File: src/rtl/cbus_rr_arbiter_pkg.sv
// -----------------------------------------------------------------------------
// cbus_rr_arbiter_pkg
// Shared CBus types for the core-side arbiter and its helpers:
//   cbus_req_t  - request from a master (valid qualifies the whole struct)
//   cbus_resp_t - response beat from downstream (ready = beat accepted,
//                 last = final beat of the transaction)
//   arb_state_t - arbiter ownership state
//   arb_idx_w() - width of a channel index, never narrower than one bit
// -----------------------------------------------------------------------------
package cbus_rr_arbiter_pkg;

  localparam int CBUS_ADDR_W = 32;
  localparam int CBUS_DATA_W = 32;
  localparam int CBUS_LEN_W  = 4;

  typedef struct packed {
    logic                   valid;
    logic                   write;
    logic [CBUS_ADDR_W-1:0] addr;
    logic [CBUS_DATA_W-1:0] wdata;
    logic [CBUS_LEN_W-1:0]  len;
  } cbus_req_t;

  typedef struct packed {
    logic                   ready;
    logic                   last;
    logic [CBUS_DATA_W-1:0] rdata;
  } cbus_resp_t;

  typedef enum logic [0:0] {
    ARB_IDLE = 1'b0,
    ARB_BUSY = 1'b1
  } arb_state_t;

  // A single-channel arbiter still carries a one-bit index field.
  function automatic int arb_idx_w(input int n);
    int w;
    if (n > 1) begin
      w = $clog2(n);
    end else begin
      w = 1;
    end
    return w;
  endfunction

endpackage

File: src/rtl/cbus_rr_arbiter_chk.sv
// -----------------------------------------------------------------------------
// cbus_rr_arbiter_chk
// Simulation-time protocol checker for the arbiter.
//   clk, reset  - arbiter clock and active-low reset
//   busy        - arbiter is holding the bus for an owner
//   owner_valid - valid of the channel that currently owns the bus
// An owner must keep valid high until its last response beat completes; the
// arbiter keeps the transaction going regardless, this only flags the master.
// -----------------------------------------------------------------------------
module cbus_rr_arbiter_chk (
  input logic clk,
  input logic reset,
  input logic busy,
  input logic owner_valid
);

  property p_owner_holds_valid;
    @(posedge clk) disable iff (!reset) busy |-> owner_valid;
  endproperty

  a_owner_holds_valid: assert property (p_owner_holds_valid)
    else $error("cbus_rr_arbiter: owning master dropped valid mid-transaction");

endmodule

File: src/rtl/cbus_rr_arbiter_select.sv
// -----------------------------------------------------------------------------
// rr_select
// Purely combinational request selector, reusable by a response crossbar.
//   valid     - per-channel request valid
//   last_idx  - most recently granted channel (rotation origin)
//   sel       - chosen channel (0 when nothing is valid)
//   any_valid - at least one channel is requesting
// ROUND_ROBIN=1 scans last_idx+1 .. last_idx+NUM_INPUTS (mod NUM_INPUTS).
// ROUND_ROBIN=0 uses the same scan anchored at NUM_INPUTS-1, which makes the
// lowest valid index win.
// -----------------------------------------------------------------------------
module rr_select
  import cbus_rr_arbiter_pkg::*;
#(
  parameter int NUM_INPUTS  = 2,
  parameter int ROUND_ROBIN = 1,
  localparam int IDX_W      = arb_idx_w(NUM_INPUTS)
) (
  input  logic [NUM_INPUTS-1:0] valid,
  input  logic [IDX_W-1:0]      last_idx,
  output logic [IDX_W-1:0]      sel,
  output logic                  any_valid
);

  localparam int               PAD_W   = 1 << IDX_W;
  localparam logic [IDX_W-1:0] LAST_CH = IDX_W'(NUM_INPUTS - 1);

  // Padding to a power of two lets the scan index the vector with a full-width
  // index even when NUM_INPUTS is not a power of two.
  logic [PAD_W-1:0] valid_pad_s;
  logic [IDX_W-1:0] start_s;

  assign valid_pad_s = PAD_W'(valid);
  assign any_valid   = |valid;
  assign start_s     = (ROUND_ROBIN != 0) ? last_idx : LAST_CH;

  // Rotating scan: first valid channel after start_s wins.
  always_comb begin
    logic [IDX_W-1:0] scan;
    logic             hit;
    scan = start_s;
    hit  = 1'b0;
    sel  = {IDX_W{1'b0}};
    for (int k = 0; k < NUM_INPUTS; k++) begin
      if (scan == LAST_CH) begin
        scan = {IDX_W{1'b0}};
      end else begin
        scan = scan + IDX_W'(1);
      end
      if (!hit && valid_pad_s[scan]) begin
        sel = scan;
        hit = 1'b1;
      end else begin
        hit = hit;
      end
    end
  end

endmodule

File: src/rtl/cbus_rr_arbiter.sv
// -----------------------------------------------------------------------------
// cbus_rr_arbiter
// N-to-1 CBus arbiter between core-side masters and the MMU/memory port.
// A grant is held for the whole transaction (bursts included) until the
// downstream beat with ready && last.
//   clk         - clock
//   reset       - asynchronous active-low reset; also forces all outputs to 0
//   ireqs       - requests from masters
//   iresps      - responses to masters (only the owner sees a non-zero beat)
//   oreq        - request to downstream
//   oresp       - response from downstream
//   grant_valid - a channel owns the bus
//   grant_index - owning channel, 0 when grant_valid=0
// BYPASS=1: an idle arbiter forwards the selected request in the same cycle,
// and a single-beat completion in that cycle never enters BUSY.
// BYPASS=0: the grant is registered, oreq appears one cycle after the request.
// -----------------------------------------------------------------------------
module cbus_rr_arbiter
  import cbus_rr_arbiter_pkg::*;
#(
  parameter int NUM_INPUTS  = 2,
  parameter int ROUND_ROBIN = 1,
  parameter int BYPASS      = 1,
  localparam int IDX_W      = arb_idx_w(NUM_INPUTS)
) (
  input  logic             clk,
  input  logic             reset,
  input  cbus_req_t        ireqs  [NUM_INPUTS],
  output cbus_resp_t       iresps [NUM_INPUTS],
  output cbus_req_t        oreq,
  input  cbus_resp_t       oresp,
  output logic             grant_valid,
  output logic [IDX_W-1:0] grant_index
);

  localparam logic [IDX_W-1:0] LAST_CH   = IDX_W'(NUM_INPUTS - 1);
  localparam logic             BYPASS_EN = (BYPASS != 0);

  arb_state_t       state_r, state_nxt_s;
  logic [IDX_W-1:0] own_r, own_nxt_s;
  logic [IDX_W-1:0] last_idx_r, last_nxt_s;
  logic [IDX_W-1:0] sel_s;
  logic             any_valid_s;
  logic [NUM_INPUTS-1:0] valid_vec_s;
  logic             done_s;
  logic             owner_valid_s;

  cbus_req_t        oreq_s;
  cbus_resp_t       iresps_s [NUM_INPUTS];
  logic             grant_valid_s;
  logic [IDX_W-1:0] grant_index_s;

  // Collect the per-channel valid bits for the selector.
  always_comb begin
    for (int i = 0; i < NUM_INPUTS; i++) begin
      valid_vec_s[i] = ireqs[i].valid;
    end
  end

  assign done_s        = oresp.ready & oresp.last;
  assign owner_valid_s = ireqs[own_r].valid;

  rr_select #(
    .NUM_INPUTS (NUM_INPUTS),
    .ROUND_ROBIN(ROUND_ROBIN)
  ) u_sel (
    .valid    (valid_vec_s),
    .last_idx (last_idx_r),
    .sel      (sel_s),
    .any_valid(any_valid_s)
  );

  // State, owner and rotation pointer; pointer resets so channel 0 leads.
  always_ff @(posedge clk or negedge reset) begin
    if (!reset) begin
      state_r    <= ARB_IDLE;
      own_r      <= {IDX_W{1'b0}};
      last_idx_r <= LAST_CH;
    end else begin
      state_r    <= state_nxt_s;
      own_r      <= own_nxt_s;
      last_idx_r <= last_nxt_s;
    end
  end

  // Next-state and routing of request/response for the current owner.
  always_comb begin
    state_nxt_s   = state_r;
    own_nxt_s     = own_r;
    last_nxt_s    = last_idx_r;
    oreq_s        = '0;
    grant_valid_s = 1'b0;
    grant_index_s = {IDX_W{1'b0}};
    for (int i = 0; i < NUM_INPUTS; i++) begin
      iresps_s[i] = '0;
    end
    case (state_r)
      ARB_IDLE: begin
        if (any_valid_s) begin
          if (BYPASS_EN) begin
            oreq_s          = ireqs[sel_s];
            iresps_s[sel_s] = oresp;
            grant_valid_s   = 1'b1;
            grant_index_s   = sel_s;
            if (done_s) begin
              // Single beat finished in the grant cycle: no BUSY phase.
              last_nxt_s = sel_s;
            end else begin
              state_nxt_s = ARB_BUSY;
              own_nxt_s   = sel_s;
            end
          end else begin
            state_nxt_s = ARB_BUSY;
            own_nxt_s   = sel_s;
          end
        end else begin
          state_nxt_s = ARB_IDLE;
        end
      end
      ARB_BUSY: begin
        // Valid is forced so a glitching owner cannot truncate a burst.
        oreq_s          = ireqs[own_r];
        oreq_s.valid    = 1'b1;
        iresps_s[own_r] = oresp;
        grant_valid_s   = 1'b1;
        grant_index_s   = own_r;
        if (done_s) begin
          // Re-arbitration happens next cycle; no back-to-back issue here.
          state_nxt_s = ARB_IDLE;
          last_nxt_s  = own_r;
        end else begin
          state_nxt_s = ARB_BUSY;
        end
      end
      default: begin
        state_nxt_s = ARB_IDLE;
      end
    endcase
  end

  // Outputs are forced to zero for the whole time reset is held low.
  always_comb begin
    if (!reset) begin
      oreq        = '0;
      grant_valid = 1'b0;
      grant_index = {IDX_W{1'b0}};
      for (int i = 0; i < NUM_INPUTS; i++) begin
        iresps[i] = '0;
      end
    end else begin
      oreq        = oreq_s;
      grant_valid = grant_valid_s;
      grant_index = grant_index_s;
      for (int i = 0; i < NUM_INPUTS; i++) begin
        iresps[i] = iresps_s[i];
      end
    end
  end

  cbus_rr_arbiter_chk u_chk (
    .clk        (clk),
    .reset      (reset),
    .busy       (state_r == ARB_BUSY),
    .owner_valid(owner_valid_s)
  );

endmodule

File: config.mk
export PLATFORM = sky130hd
export DESIGN_NAME = cbus_rr_arbiter
export DESIGN_NICKNAME = d
export VERILOG_FILES = /design/src/rtl/cbus_rr_arbiter_pkg.sv /design/src/rtl/cbus_rr_arbiter_chk.sv /design/src/rtl/cbus_rr_arbiter_select.sv /design/src/rtl/cbus_rr_arbiter.sv
export SDC_FILE = /design/constraint.sdc
export NUM_CORES = 1
export LEC_CHECK = 0
export BUFFER_PORTS_ARGS = -buffer_cell sky130_fd_sc_hd__buf_2
export CORE_AREA = 2 2 121 123
export DETAILED_ROUTE_END_ITERATION = 10
export DIE_AREA = 0 0 123 125
export MAX_ROUTING_LAYER = met4
export SYNTH_ARGS = -nofsm -noshare
export SYNTH_HDL_FRONTEND = slang
export SYNTH_HIERARCHICAL = 1
export SYNTH_SLANG_ARGS = --single-unit
File: constraint.sdc
create_clock -name clk -period 2.5 [get_ports clk]
set_input_delay 0.25 -clock clk [delete_from_list [all_inputs] [get_ports clk]]
set_output_delay 0.25 -clock clk [all_outputs]
set_load 0.005 [all_outputs]
---- After elaboration in Yosys (flattened, before gate mapping) ----
Cells that the tools add are included.
Widths: inputs -> output; s select.
storage, ports and cells
  bits in registers ....................... 3
  output and inout port bits .............. 140
  bits in read-only memories .............. 0
  latch bits .............................. 0
  memories ................................ 0
  RAM bits ................................ 0
operators by class
  bitwise logic cells ..................... 7
  shifts and indexed selects .............. 0
  $lt $le $gt $ge ......................... 6
  mux-type cells .......................... 38
  add/subtract/negate cells ............... 2
  div/mod/pow operators ................... 0
  $mul .................................... 0
  reductions and logical operators ........ 7
  eq/ne operators ......................... 3
operators by type and width
  operator             count
  $mux 70              5
  $mux 69              3
  $pmux 70 s2          1
  $and 68x68->68       2
  $mux 68              2
  $pmux 68 s2          1
  $demux 34 s1         2
  $mux 34              2
  $mux 1               18
  $pmux 1 s2           4
  $reduce_and 3->1     2
  $ge 2x2->1 const B   2
  $lt 1x2->1 const B   2
  $lt 2x1->1 const B   2
  $ne 2x2->1 const B   2
  $not 1->2            2
  $logic_and 1x1->1    3
  $add 1x1->1 const B  2
  $ne 2x1->1 const B   1
  $not 1->1            2
  $reduce_or 2->1      1
  $and 1x1->1          1
  $logic_not 1->1      1

---- Logic depth before layout (Yosys ltp) ----
  word-level depth ........................ 17
  mapped depth ............................ 6

---- Modules after synthesis ----
Netlist, hierarchy kept.
by module, submodules not included
  module           cells each  times used  area an instance (um2)
  cbus_rr_arbiter  413         1           3420.8
  rr_select        2           1           13.8

---- Worst setup path before layout ----
OpenSTA, ideal clock, no wires.
  path type ............................... flip-flop to output port
  start ................................... register last_idx_r
  end ..................................... output port oreq[10] (netlist name)
  data required time ...................... 2250 ps
  slack ................................... 822 ps
  data arrival time ....................... 1428 ps
  stages on the path, launching flop included .. 7
  path through ............................ dfstp_2 a21boi_1 buf_6 buf_6 mux2_2 a22oi_1 nor2b_1
RTL lines
  what                    line                   text
  from (decl)             cbus_rr_arbiter.sv:41  logic [IDX_W-1:0] last_idx_r, last_nxt_s;
  from (signal assigned)  cbus_rr_arbiter.sv:82  last_idx_r <= last_nxt_s;
  to (decl)               cbus_rr_arbiter.sv:30  output cbus_req_t oreq,

==> impl_metrics.toml <==
[clock_network]
clkTransAtPathRegs_ps = 30
cts-htree-levels = 1
worstSkewPairLatency_ps = 220
cts_tree = "done"
cts_buffer_depth = 2
clock_tree.root_cell = "clkbuf_16"
numCtsBuffers = 3
cts_setup_buffers = 0
clock_sinks = 3

[drt]
finalWirelength_mm = 12.5
dr.pass1.iters = 4
via_count = 4154
drc_errors = 0
routedWlPerCell_um = 14.1
drt_iter0_markers = 110
ant_nets = 0
routed_via_density = 4.69

[setup_path]
critical_path_class = "input pin to output port"
crit_path_end_kind = "output port"
arrival_ps = 1910
r2r-start = "state_r$_DFF_PN0_"
cp.required_ps = 2250
worstRegToRegCells = 4
reg2reg_slack_ps = 1000
regToRegEndpoint = "own_r$_DFFE_PN0P_"
start_kind = "input pin"
crit_fanout = 35

[place]
hpwl_mm = 9.53
gp_congestion = 0.818
post-place-ws_ps = 561
numPortBuffers = 315

[finish]
register_area_um2 = 78.8
diodes = 0
final_common_cell = "buf_2"
num-fill-cells = 1522
syn2layout_area_growth_pct = 52.3
final_cell_mix = "buf_2, mux2_2, nor2b_1"
drive_gt1_share_pct = 68.0
fin_nets = 878
fin_util_pct = 36.8
multiInputGateArea_mm2 = 0.00311

[global_route]
track_usage_pct = 15.2
grt_max_degree = 50
antenna_found_initial = 0
grt_pass1_wl_mm = 19.0
grt_pass1_vias = 3981
overflow = 0

[timing]
holdWs_ps = 405
max_slew.worst_pin.slew_ps = 570
period_needed_ps = 2160
grt_setup_unrepaired = "no"
tns_ps = 0
finClkSkew_ps = 0.321
postLayoutSetupSlackWorst_ps = 341
post-route-period-util_pct = 86.4
setup_viol = 0
relSlewSlack_pct = 62.0
hold_viol_final = 0
slew_violations = 0
fmax_ghz = 0.463

[power_and_ir_drop]
power_frac_comb_pct = 80.7
leakagePower_nw = 2.69
ir_drop_v = 0.000262
switching_power_uw = 733
powerDensity_mw_per_mm2 = 361
power.switching_fraction_pct = 38.8
p_int_mw = 1.16
power.share.clock_pct = 13.5
sequentialPowerShare_pct = 5.8
total_power_mw = 1.89

[synthesis]
synth-seq-cells = 3
synth_area_leader_cell = "mux2_2"
syn_avg_cell_area_um2 = 8.28
yosysSeqAreaShare_pct = 2.22
ys_types = 26
synth_cells = 415
synth_area_mm2 = 0.00343
ys_top_cells_by_area = "mux2_2, a22oi_1, nor2b_1, and2_1, buf_6"
synth_nets = 591
yosys.area.top_type_share_pct = 45.6
yosysWarningCount = 6

[worst_hold_path]
hold_path_depth = 3
worstHoldPathType = "input pin to register"
min-delay-start = "oresp[32]"
hold_path_end = "last_idx_r$_DFFE_PN1P_"

[die]
start_util_pct = 24.2
io_pins = 316
die_area_mm2 = 0.0154
chipWidth_um = 123
core_mm2 = 0.0142
rows = 44
die_h_um = 125

[flow_run]
cap_viol_max_count = 0

[status]
status = "complete, no violations"
how the worst max path moves through the flow:
stage          slack (ps)              startpoint    endpoint
6_report              340                   reset  iresps[29]
5_1_grt               200                   reset  iresps[29]
4_1_cts               280                   reset  iresps[29]
3_5_place_dp          560  last_idx_r$_DFFE_PN1P_  iresps[29]
3_3_place_gp          570  last_idx_r$_DFFE_PN1P_  iresps[25]
2_1_floorplan         820  last_idx_r$_DFFE_PN1P_    oreq[10]
registers in the layout, indices dropped and copies added, names as in the netlist:
signal	count
last_idx_r	1
own_r	1
state_r	1
cell type report:
type	count	area share, %
Sequential cell	3	1.51
Tap cell	184	4.40
Multi-Input combinational cell	366	59.3
Clock buffer	4	1.51
Timing Repair Buffer	328	33.2
stage by stage:
stage,instances,instance area (um2)
4_1_cts,885,5230
3_5_place_dp,880,5140
3_3_place_gp,880,5140
5_1_grt,885,5230
2_1_floorplan,415,3430
6_report,885,5230
synthesized netlist by cell type (all sizes together):
library cell,count
a21boi,2
a21o,1
a21oi,1
a22oi,69
and2,68
buf,33
clkbuf,13
dfrtp,2
dfstp,1
mux2,140
nand2,4
nand2b,1
nand3b,1
nand4,1
nor2b,72
nor3b,1
o211ai,1
o21a,3
or2,1
per-layer routing:
metal	up-vias	global-route usage [%]	wire, um
met4	0	2.34	90
li1	2079	-	-
met3	8	2.28	899
met5	-	-	0
met2	169	28.0	6280
met1	1898	17.6	5210
worst max-delay path, stage by stage:
cell,delay (ps)
dlygate4sd3_1,530
buf_2,320
a21boi_2,210
buf_4,270
and2_1,190
buf_2,110
power by group through the flow:
stage | registers [mW] | logic (mW) | clock network, mW
CTS | 0.112 | 1.54 | 0.259
global placement | 0.112 | 1.53 | 0
finish | 0.110 | 1.53 | 0.255
detailed placement | 0.112 | 1.54 | 0
global route | 0.118 | 1.68 | 0.265
floorplan | 0.0674 | 1.06 | 0
timing repair:
item                                   4_1_cts  5_1_grt
endpoints found under the hold margin        1        0
gates resized for setup                      0        0
hold buffers                                 1        0
cells by family after synthesis:
kind of cell	synth area share, %
compound gates	16.9
mux	46.0
buf+inv	7.91
flops	2.22
simple gates	27.0
Note: power is estimated with default switching activity, not from simulation.
